[src/rtl/doctor_hit_detector_if.sv]
// Pixel-stream / collision bundle between the video pipeline and the hit detector.
interface doctor_hit_detector_if;
    logic               startOfFrame;
    logic        [10:0] pixelX;
    logic        [10:0] pixelY;
    logic signed [10:0] topLeftX;
    logic signed [10:0] topLeftY;
    logic               doc_DR;
    logic               maze_DR;
    logic               machine_DR;
    logic               patient_DR;
    logic               collision_doc_maze;
    logic               collision_doc_machine;
    logic               collision_doc_patient;
    logic               collision_machine_maze;
    logic         [3:0] HitEdgeCode;

    // Video side: drives the pixel stream, consumes the collision pulses.
    modport master (
        output startOfFrame, pixelX, pixelY, topLeftX, topLeftY,
        output doc_DR, maze_DR, machine_DR, patient_DR,
        input  collision_doc_maze, collision_doc_machine, collision_doc_patient,
        input  collision_machine_maze, HitEdgeCode
    );

    // Detector side.
    modport slave (
        input  startOfFrame, pixelX, pixelY, topLeftX, topLeftY,
        input  doc_DR, maze_DR, machine_DR, patient_DR,
        output collision_doc_maze, collision_doc_machine, collision_doc_patient,
        output collision_machine_maze, HitEdgeCode
    );
endinterface

[src/rtl/doctor_hit_detector.sv]
// Per-frame collision accumulator: ORs per-pixel overlaps over a frame and emits one
// single-cycle pulse per collision type (plus the touched doctor edges) after startOfFrame.
module doctor_hit_detector #(
    parameter int OBJ_W  = 32,
    parameter int OBJ_H  = 32,
    parameter int EDGE_W = 4
) (
    input logic                 clk,
    input logic                 resetN,
    doctor_hit_detector_if.slave bus
);

    localparam logic signed [11:0] ObjW     = 12'(OBJ_W);
    localparam logic signed [11:0] ObjH     = 12'(OBJ_H);
    localparam logic signed [11:0] EdgeW    = 12'(EDGE_W);
    localparam logic signed [11:0] RightAt  = 12'(OBJ_W - EDGE_W);
    localparam logic signed [11:0] BottomAt = 12'(OBJ_H - EDGE_W);

    typedef enum logic [1:0] {StIdle, StAccum, StEmit} state_e;

    // Stage-0 registers
    logic        [10:0] pix_x_q, pix_y_q;
    logic signed [10:0] tl_x_q, tl_y_q;
    logic               doc_q, maze_q, machine_q, patient_q;

    // Frame state
    state_e      state_q;
    logic  [3:0] acc_q;        // {doc_maze, doc_machine, doc_patient, machine_maze}
    logic  [3:0] acc_edge_q;   // {left, top, right, bottom}
    logic  [3:0] pend_q;
    logic  [3:0] pend_edge_q;

    logic signed [11:0] dx, dy;
    logic               in_box;
    logic         [3:0] edge_bits;
    logic         [3:0] hits;
    logic               doc_hit;
    logic         [3:0] edge_hit;
    logic               emit;

    // Register the incoming pixel, draw requests and sprite position every cycle.
    always_ff @(posedge clk) begin
        if (!resetN) begin
            pix_x_q   <= '0;
            pix_y_q   <= '0;
            tl_x_q    <= '0;
            tl_y_q    <= '0;
            doc_q     <= 1'b0;
            maze_q    <= 1'b0;
            machine_q <= 1'b0;
            patient_q <= 1'b0;
        end else begin
            pix_x_q   <= bus.pixelX;
            pix_y_q   <= bus.pixelY;
            tl_x_q    <= bus.topLeftX;
            tl_y_q    <= bus.topLeftY;
            doc_q     <= bus.doc_DR;
            maze_q    <= bus.maze_DR;
            machine_q <= bus.machine_DR;
            patient_q <= bus.patient_DR;
        end
    end

    // Pixel position relative to the sprite: pixel is unsigned, top-left is signed.
    assign dx = $signed({1'b0, pix_x_q}) - $signed({tl_x_q[10], tl_x_q});
    assign dy = $signed({1'b0, pix_y_q}) - $signed({tl_y_q[10], tl_y_q});

    // Edge decode and per-pixel hits on stage-0 values.
    always_comb begin
        in_box    = doc_q && !dx[11] && (dx < ObjW) && !dy[11] && (dy < ObjH);
        edge_bits = 4'b0000;
        if (in_box) begin
            edge_bits = {dx < EdgeW, dy < EdgeW, dx >= RightAt, dy >= BottomAt};
        end
        hits     = {doc_q & maze_q, doc_q & machine_q, doc_q & patient_q, machine_q & maze_q};
        doc_hit  = |hits[3:1];
        // Machine-maze overlaps never say anything about the doctor's edges.
        edge_hit = doc_hit ? edge_bits : 4'b0000;
    end

    // Frame FSM: accumulate, latch on startOfFrame (current hits included), emit one cycle.
    always_ff @(posedge clk) begin
        if (!resetN) begin
            state_q     <= StIdle;
            acc_q       <= '0;
            acc_edge_q  <= '0;
            pend_q      <= '0;
            pend_edge_q <= '0;
        end else if (bus.startOfFrame) begin
            // A new latch always wins, even on the emit cycle of the previous frame.
            pend_q      <= acc_q | hits;
            pend_edge_q <= acc_edge_q | edge_hit;
            acc_q       <= '0;
            acc_edge_q  <= '0;
            state_q     <= StEmit;
        end else begin
            acc_q       <= acc_q | hits;
            acc_edge_q  <= acc_edge_q | edge_hit;
            state_q     <= StAccum;
        end
    end

    // Outputs decode from registers only; they are live just during the emit cycle.
    assign emit                       = (state_q == StEmit);
    assign bus.collision_doc_maze     = emit & pend_q[3];
    assign bus.collision_doc_machine  = emit & pend_q[2];
    assign bus.collision_doc_patient  = emit & pend_q[1];
    assign bus.collision_machine_maze = emit & pend_q[0];
    assign bus.HitEdgeCode            = (emit && (|pend_q[3:1])) ? pend_edge_q : 4'b0000;

endmodule

[src/flat_wrapper.sv]
// flat-port wrapper written by rule: the top's interface ports become plain ports
module doctor_hit_detector_flat 
#(
    parameter int OBJ_W  = 32,
    parameter int OBJ_H  = 32,
    parameter int EDGE_W = 4
)
  (clk, resetN, bus_startOfFrame, bus_pixelX, bus_pixelY, bus_topLeftX, bus_topLeftY, bus_doc_DR, bus_maze_DR, bus_machine_DR, bus_patient_DR, bus_collision_doc_maze, bus_collision_doc_machine, bus_collision_doc_patient, bus_collision_machine_maze, bus_HitEdgeCode);
  doctor_hit_detector_if bus_i ();
  input logic clk;
  input logic resetN;
  input wire logic [$bits(bus_i.startOfFrame)-1:0] bus_startOfFrame;
  input wire logic [$bits(bus_i.pixelX)-1:0] bus_pixelX;
  input wire logic [$bits(bus_i.pixelY)-1:0] bus_pixelY;
  input wire logic [$bits(bus_i.topLeftX)-1:0] bus_topLeftX;
  input wire logic [$bits(bus_i.topLeftY)-1:0] bus_topLeftY;
  input wire logic [$bits(bus_i.doc_DR)-1:0] bus_doc_DR;
  input wire logic [$bits(bus_i.maze_DR)-1:0] bus_maze_DR;
  input wire logic [$bits(bus_i.machine_DR)-1:0] bus_machine_DR;
  input wire logic [$bits(bus_i.patient_DR)-1:0] bus_patient_DR;
  output wire logic [$bits(bus_i.collision_doc_maze)-1:0] bus_collision_doc_maze;
  output wire logic [$bits(bus_i.collision_doc_machine)-1:0] bus_collision_doc_machine;
  output wire logic [$bits(bus_i.collision_doc_patient)-1:0] bus_collision_doc_patient;
  output wire logic [$bits(bus_i.collision_machine_maze)-1:0] bus_collision_machine_maze;
  output wire logic [$bits(bus_i.HitEdgeCode)-1:0] bus_HitEdgeCode;
  assign bus_i.startOfFrame = bus_startOfFrame;
  assign bus_i.pixelX = bus_pixelX;
  assign bus_i.pixelY = bus_pixelY;
  assign bus_i.topLeftX = bus_topLeftX;
  assign bus_i.topLeftY = bus_topLeftY;
  assign bus_i.doc_DR = bus_doc_DR;
  assign bus_i.maze_DR = bus_maze_DR;
  assign bus_i.machine_DR = bus_machine_DR;
  assign bus_i.patient_DR = bus_patient_DR;
  assign bus_collision_doc_maze = bus_i.collision_doc_maze;
  assign bus_collision_doc_machine = bus_i.collision_doc_machine;
  assign bus_collision_doc_patient = bus_i.collision_doc_patient;
  assign bus_collision_machine_maze = bus_i.collision_machine_maze;
  assign bus_HitEdgeCode = bus_i.HitEdgeCode;
  doctor_hit_detector #(.OBJ_W(OBJ_W), .OBJ_H(OBJ_H), .EDGE_W(EDGE_W)) u_core (.clk(clk), .resetN(resetN), .bus(bus_i));
endmodule
[config.mk]
export PLATFORM = sky130hd
export DESIGN_NAME = doctor_hit_detector_flat
export DESIGN_NICKNAME = d
export VERILOG_FILES = /design/src/rtl/doctor_hit_detector_if.sv /design/src/rtl/doctor_hit_detector.sv /design/src/flat_wrapper.sv
export SDC_FILE = /design/constraint.sdc
export NUM_CORES = 1
export LEC_CHECK = 0
export BUFFER_PORTS_ARGS = -buffer_cell sky130_fd_sc_hd__buf_2
export CORE_MARGIN = 10
export CORE_UTILIZATION = 52
export CTS_BUF_LIST = sky130_fd_sc_hd__clkbuf_8
export DETAILED_ROUTE_END_ITERATION = 12
export PLACE_DENSITY = 0.88
export SLEW_MARGIN = 20
export SYNTH_ARGS = -nofsm -noshare
export SYNTH_HDL_FRONTEND = slang
export SYNTH_SLANG_ARGS = --single-unit
export TNS_END_PERCENT = 5
[constraint.sdc]
create_clock -name clk -period 2.46 [get_ports clk]
set_clock_uncertainty 0.05 [all_clocks]
set_input_delay 0.246 -clock clk [delete_from_list [all_inputs] [get_ports clk]]
set_output_delay 0.246 -clock clk [all_outputs]
set_load 0.01 [all_outputs]
### Word-level counts from Yosys, hierarchy flattened

Cells that the tools add are included.
W data, S select, Z words.

* flip-flop bits (word level): 66
* input port bits: 51
* output and inout port bits: 8
* logic and storage cells: 47

* $add $sub $neg: 2
* $lt $le $gt $ge: 6
* eq/ne operators: 1
* muxes and demuxes: 4
* bitwise gates (word level): 11
* reductions and logical operators: 10

Operator list (count)
* $ge A12 B6 Y1 const B: 2
* $lt A12 B4 Y1 const B: 2
* $lt A12 B7 Y1 const B: 2
* $sub A12 B11 Y12: 2
* $mux W4: 3
* $and A1 B1 Y1: 8
* $or A4 B4 Y4: 2
* $reduce_or A3 Y1: 2
* $logic_and A1 B1 Y1: 5
* $eq A2 B2 Y1 const B: 1
* $logic_not A1 Y1: 2
* $mux W2: 1
* $reduce_or A2 Y1: 1
* $not A1 Y1: 1

### Logic depth before layout (Yosys ltp)

Gate-level depths: netlist of run 1.

* word-level depth: 9
* depth in mapped cells: 10
* depth with buffers taken out: 10

### Least setup slack after synthesis of run 1

OpenSTA, ideal clock, no wires.

* kind: register -> register
* from: register u_core.pix_y_q[0]
* to: register u_core.acc_edge_q[0]
* library setup time: 0.070 ns
* arrival time: 2.359 ns
* required time: 2.340 ns
* setup slack: -0.019 ns
* stages on the path, launching flop included: 11
* buffers on the path: 0
* clock period less this slack: 2.479 ns
* cells stage by stage: dfxtp_1 > inv_1 > ha_1 > fa_1 > and2b_1 > o31a_2 > nor4b_1 > mux2_2 > nor4_2 > nand4_2 > o21ai_1

* longest elaborated chain between the ends: 7
* elaborated cells on any way between the ends: 9
* those cells by class: add/sub (1); order compare (2); mux (2); bitwise (1); reduce/logical (3)

RTL lines
* start: declaration: RTL line doctor_hit_detector.sv:22 `logic [10:0] pix_x_q, pix_y_q;`
* start signal: assignment: RTL line doctor_hit_detector.sv:54 `pix_y_q <= bus.pixelY;`
* $sub A12 B11 Y12 (*): RTL line doctor_hit_detector.sv:66 `assign dy = $signed({1'b0, pix_y_q}) - $signed({tl_y_q[10], tl_y_q});`
* branches (longest 3 deep; another with $lt A12 B7 Y1)
* $mux W4 (*): RTL line doctor_hit_detector.sv:72 `if (in_box) begin`
* $mux W4 (*): RTL line doctor_hit_detector.sv:78 `edge_hit = doc_hit ? edge_bits : 4'b0000;`
* $or A4 B4 Y4 (*): RTL line doctor_hit_detector.sv:98 `acc_edge_q <= acc_edge_q | edge_hit;`
* end signal: assignment: RTL line doctor_hit_detector.sv:98
* end: declaration: RTL line doctor_hit_detector.sv:29 `logic [3:0] acc_edge_q;`

Mark *: on every way between the ends.
A chain may end at the register's enable or synchronous reset.

### Final worst setup path of run 1

Same ends and word-level chain as after synthesis.

==> impl_metrics.yaml, run 1 <==
yosys:
  async_reset_ff_share_pct: 0
  synth_compound_area_share_pct: 17.22
  netlist_top_cells_area: "dfxtp_1 40%, and2_1 11%, ha_1 8.2%, inv_1 3.0%, a21oi_1 2.8%"
  syn-cell-area_mm2: 0.003343
  synthXorXnorAreaFrac_pct: 1.572
  yosys.area_share.adder_pct: 9.431
  ys_seq_area_share_pct: 39.52
  syn_area_per_cell_um2: 9.060
  ys.warnings.count: 0
  netlist_top_cells_count: "66 x dfxtp_1, 57 x and2_1, 27 x inv_1"
  synth-simple-area-share_pct: 26.68
  synth_top_family_by_area: "simple AND/OR/NAND/NOR gates"
  synth-main-ff-cell: "dfxtp_1"
  synth-edff-count: 0
  synth.distinct_cells: 60
  synth.largest_area_cell: "dfxtp_1"
  synthMuxAreaShare_pct: 1.085
  synth_top_area_share_pct: 39.52
  synth_cells: 369
  synthMostInstantiatedCell: "dfxtp_1"
  synth-seq-cells: 66
  syn_nets: 444
pwr:
  p_per_area_mw_per_mm2: 637.8
  peakVddDrop_mv: 0.5262
  p_leak_nw: 1.852
  total_power_mw: 2.598
clock_network:
  clock_path_buffers: 2
  clock_sinks: 66
  cts_buffers: 9
  ctsHoldBuffers: 0
  clkLatencyLatePin_ns: 0.36
  post_cts_buffers: 0
  cts_tree: "yes"
  root_buffer: "clkbuf_8"
  htreeDepth: 3
  clk_pin_slew_worst_paths_ns: 0.08
drt:
  drt-initial-drc-count: 108
  totalWireLength_mm: 7.359
  firstDrtPassIters: 4
  post_drt_wl_per_cell_um: 14.04
  drcViolationCount: 0
  via_count: 2762
  avgViaCountPerCell: 5.271
  ant_nets: 0
timing:
  fin_ws_ns: -0.1559
  finalCritPeriodShare_pct: 106.3
  slew_viol_final: 0
  min_period_ns: 2.616
  worstMarginPinSlew_ns: 0.5512
  final-hold-violation-count: 0
  fmax_mhz: 382.3
  finalSetupTns_ns: -1.167
  maxSlewHeadroom_pct: 62.77
  setup_viol: 8
  rsz0062_at_grt: "yes"
setup_path:
  start_kind: "register"
  critPathRequiredTime_ns: 2.70
  reg2reg_to: "u_core.acc_edge_q[0]"
  critPathKind: "reg -> reg"
  crit_arrival_ns: 2.86
  cp_max_fo: 8
  r2r_cells: 10
  r2r_slack_ns: -0.16
  reg2reg_from: "u_core.pix_y_q[0]"
  startpoint: "u_core.pix_y_q[0]"
  end_kind: "register"
die:
  die_h_um: 100.2
  coreArea_mm2: 0.006314
  dieArea_mm2: 0.01004
  rows: 29
  die_x_um: 100.2
  ios: 59
  start_util_pct: 52.95
outcome:
  outcome: "finished with violations"
  failed_checks: "setup timing"
finish:
  fin_util_pct: 64.53
  antenna_cells: 0
  fin_cells: 524
  drive_above_1_share_pct: 25.95
  fin_area_mm2: 0.004074
  num-nets-final: 517
  fillers: 535
  area_growth_pct: 21.86
global_route:
  antenna_found_initial: 0
  grt_util_all_layers_pct: 14.91
  grt_pass1_vias: 2760
  overflow: 0
  grt_first_pass_wirelength_mm: 12.20
  grt_max_degree: 34
worst_hold_path:
  hold_path_end: "u_core.tl_x_q[4]"
  min_path_type: "in -> reg"
  hold_start: "bus_topLeftX[4]"
  hold_depth: 2
placement:
  portBuffers: 58
  dp_cells: 508
  post-dp-hpwl_mm: 5.523
  gp_congestion: 0.8420
  post_dp_cell_area_mm2: 0.003804
flow_run:
  maxCapViolCount: 0
layer usage:
metal,global-route usage [%],routed length [µm],vias up
met2,23.54,3489,79
met4,4.457,101,0
li1,-,-,1421
met1,17.64,3314,1252
met5,0,0,-
met3,6.937,454,10
registers in the layout, indices dropped and copies added (netlist names):
signal / cells
u_core.tl_x_q: 11
u_core.pix_y_q: 11
u_core.acc_q: 4
u_core.patient_q: 1
u_core.doc_q: 1
u_core.machine_q: 1
u_core.maze_q: 1
u_core.acc_edge_q: 4
u_core.tl_y_q: 11
u_core.pend_edge_q: 4
u_core.pix_x_q: 11
u_core.state_q: 2
u_core.pend_q: 4
report_power, final:
part	leakage, nW	total (mW)	switching, mW	internal (mW)
Sequential	0.546	1.14	0.0190	1.12
Combinational	1.21	0.549	0.290	0.259
Clock	0.0998	0.914	0.440	0.474
Total	1.85	2.60	0.749	1.85
critical path, cell delays in order (launching register included):
cell     delay (ns)
dfxtp_1        0.30
inv_1          0.05
ha_2           0.18
fa_2           0.19
and2b_1        0.19
o31a_4         0.31
nor4b_4        0.23
mux2_4         0.34
nor4_4         0.30
nand4_4        0.23
o21ai_1        0.17
cells by family after synthesis:
logic type / after synthesis
fa+ha+maj: 24
buf+inv: 39
compound gates: 82
xor+xnor: 6
flops: 66
simple gates: 149
mux: 3
metrics by stage:
step	setup slack [ns]	hold slack, ns
floorplan	0.04564	0.3233
global placement	-0.06621	0.3841
detailed placement	-0.1984	0.3958
CTS	-0.1225	0.02514
global route	-0.3311	0.01350
finish	-0.1559	0.03675
worst max path at each step:
stage / depth (start not counted) / end / slack [ns]
after global routing: 10 / u_core.pend_edge_q[0] / -0.33
after global placement: 10 / u_core.pend_edge_q[1] / -0.07
after detailed placement: 10 / u_core.acc_edge_q[2] / -0.20
after CTS: 10 / u_core.acc_edge_q[3] / -0.12
final: 10 / u_core.acc_edge_q[0] / -0.16
after floorplan: 10 / u_core.acc_edge_q[0] / 0.05
cell type report:
cell class	instances	area (µm²)	share of cell area [%]
repair buffers	73	402.9	9.889
flip-flops and latches	66	1321	32.43
clock buffers	9	123.9	3.041
multi-input cells	264	1947	47.79
inverters	28	105.1	2.580
well taps	77	96.34	2.365
clock inverters	7	77.57	1.904
what timing repair did:
action / 4_1_cts / 5_1_grt
resized for setup: 3 / 11
endpoints found under the setup margin: 8 / 8
pin swaps: 4 / 7
cell usage in the layout, fill, tap and decap left out, types with 6 or more instances in the layout:
cell / n
nand2b_1: 8
o21ai_2: 9
buf_2: 58
nor2_1: 19
buf_4: 15
inv_1: 27
nand2_1: 22
o21ai_0: 8
ha_1: 21
o21a_1: 6
and2_1: 57
xnor2_1: 6
clkbuf_8: 9
dfxtp_1: 66
a21oi_1: 19
Note: power is estimated with default switching activity, not from simulation.
==> run 2, diff against run 1 <==
--- a/config.mk
+++ b/config.mk
@@ -10,6 +10,7 @@
 export CORE_UTILIZATION = 52
 export CTS_BUF_LIST = sky130_fd_sc_hd__clkbuf_8
 export DETAILED_ROUTE_END_ITERATION = 12
+export GPL_TIMING_DRIVEN = 0
 export PLACE_DENSITY = 0.88
 export SLEW_MARGIN = 20
 export SYNTH_ARGS = -nofsm -noshare
==> run 2 against run 1 <==
The flow still finishes with violations (setup timing). Via count is 5.4% higher. Register-to-register slack gained 0.06 ns. Sequential share of layout area is essentially flat. Highest routed layer unchanged.
==> impl_metrics.yaml, run 2 (synthesis results as in run 1) <==
drt:
  via_count: 2911
  ant_nets: 0
  post_drt_wl_per_cell_um: 16.05
  drt-initial-drc-count: 200
  avgViaCountPerCell: 5.587
  drcViolationCount: 0
  firstDrtPassIters: 5
  totalWireLength_mm: 8.361
die:
  dieArea_mm2: 0.01004
  die_x_um: 100.2
  die_h_um: 100.2
  ios: 59
  rows: 29
  start_util_pct: 52.95
  coreArea_mm2: 0.006314
flow_run:
  maxCapViolCount: 0
placement:
  post-dp-hpwl_mm: 5.875
  place_ws_ns: -0.3063
  gp_congestion: 0.8742
  dp_cells: 504
  post_dp_cell_area_mm2: 0.003736
  portBuffers: 58
timing:
  min_period_ns: 2.558
  final-hold-violation-count: 0
  maxSlewHeadroom_pct: 55.88
  rsz0062_at_grt: "yes"
  finalCritPeriodShare_pct: 104.0
  fin_ws_ns: -0.09811
  fmax_mhz: 390.9
  slew_viol_final: 0
  worstMarginPinSlew_ns: 0.6533
  setup_viol: 8
  finalSetupTns_ns: -0.6304
  fin_hold_ws_ns: 0.04175
global_route:
  grt_max_degree: 13
  grt_util_all_layers_pct: 16.27
  overflow: 0
  antenna_found_initial: 0
  grt_first_pass_wirelength_mm: 13.32
  grt_pass1_vias: 2945
finish:
  fin_cells: 521
  mostFrequentLayoutCells: "65 x dfxtp_1, 58 x buf_2, 57 x and2_1"
  num-nets-final: 514
  drive_above_1_share_pct: 23.87
  fin_util_pct: 64.55
  antenna_cells: 0
  area_growth_pct: 21.89
  fin_area_mm2: 0.004075
  final_common_cell: "dfxtp_1"
setup_path:
  start_kind: "register"
  cp_max_fo: 8
  end_kind: "register"
  crit_arrival_ns: 2.79
  cp_slowest_cell: "fa_1"
  cpPeakStageDelay_ns: 0.46
  crit_chain: "inv_1, ha_1, fa_1, nor2b_2, o2111a_1, o2111a_1, nor3_1, a211oi_2, nand4_4, o21ai_2"
  cp_num_buf_inv: 1
  critPathKind: "reg -> reg"
  crit_family: "compound AO/OA/AOI/OAI gates"
  critPathRequiredTime_ns: 2.69
  crit_top_cell: "o2111a_1"
clock_network:
  cts_buffers: 9
  clk_pin_slew_worst_paths_ns: 0.08
  clkLatencyLatePin_ns: 0.35
  clock_path_buffers: 2
  ctsHoldBuffers: 0
  clock_sinks: 66
  htreeDepth: 3
  root_buffer: "clkbuf_8"
  cts_tree: "yes"
pwr:
  peakVddDrop_mv: 0.4332
  p_leak_nw: 1.810
  total_power_mw: 2.719
  p_per_area_mw_per_mm2: 667.1
worst_hold_path:
  min_path_type: "in -> reg"
outcome:
  failed_checks: "setup timing"
  outcome: "finished with violations"
## run 2: cell type report
class	count	area, µm²
Clock buffer	10	137.6
Tap cell	77	96.34
Sequential cell	66	1323
Inverter	28	105.1
Fill cell	538	2238
Timing Repair Buffer	59	297.8
Buffer	11	45.04
Clock inverter	6	90.09
Multi-Input combinational cell	264	1981
## run 2: report_power, final
part	internal [mW]	total [mW]	leakage [nW]	switching [mW]
logic	0.247	0.557	1.15	0.310
registers	1.12	1.14	0.547	0.0201
clock network	0.599	1.02	0.112	0.426
total	1.96	2.72	1.81	0.756
## run 2: worst paths after layout
kind,start,end,slack [ns],cells after the start
worst max-delay path,u_core.pix_x_q[0],u_core.pend_edge_q[2],-0.1,10
worst min-delay path,bus_topLeftY[9],u_core.tl_y_q[9],0.04,2
worst max register to register,u_core.pix_x_q[0],u_core.pend_edge_q[2],-0.1,10
worst min register to register,u_core.acc_edge_q[3],u_core.acc_edge_q[3],0.41,2
## run 2: timing repair
item	4_1_cts	5_1_grt
buffers inserted	1	0
endpoints found under the setup margin	8	8
pin swaps	5	1
gates resized for setup	14	6
gates cloned	0	0
## run 2: per-layer routing
| metal | wire (µm) | track usage (%) | up-vias |
|---|---|---|---|
| met5 | 0 | 0 | - |
| met4 | 117 | 5.870 | 0 |
| met3 | 597 | 5.838 | 15 |
| met2 | 4191 | 27.84 | 119 |
| met1 | 3454 | 18.14 | 1361 |
| li1 | - | - | 1416 |
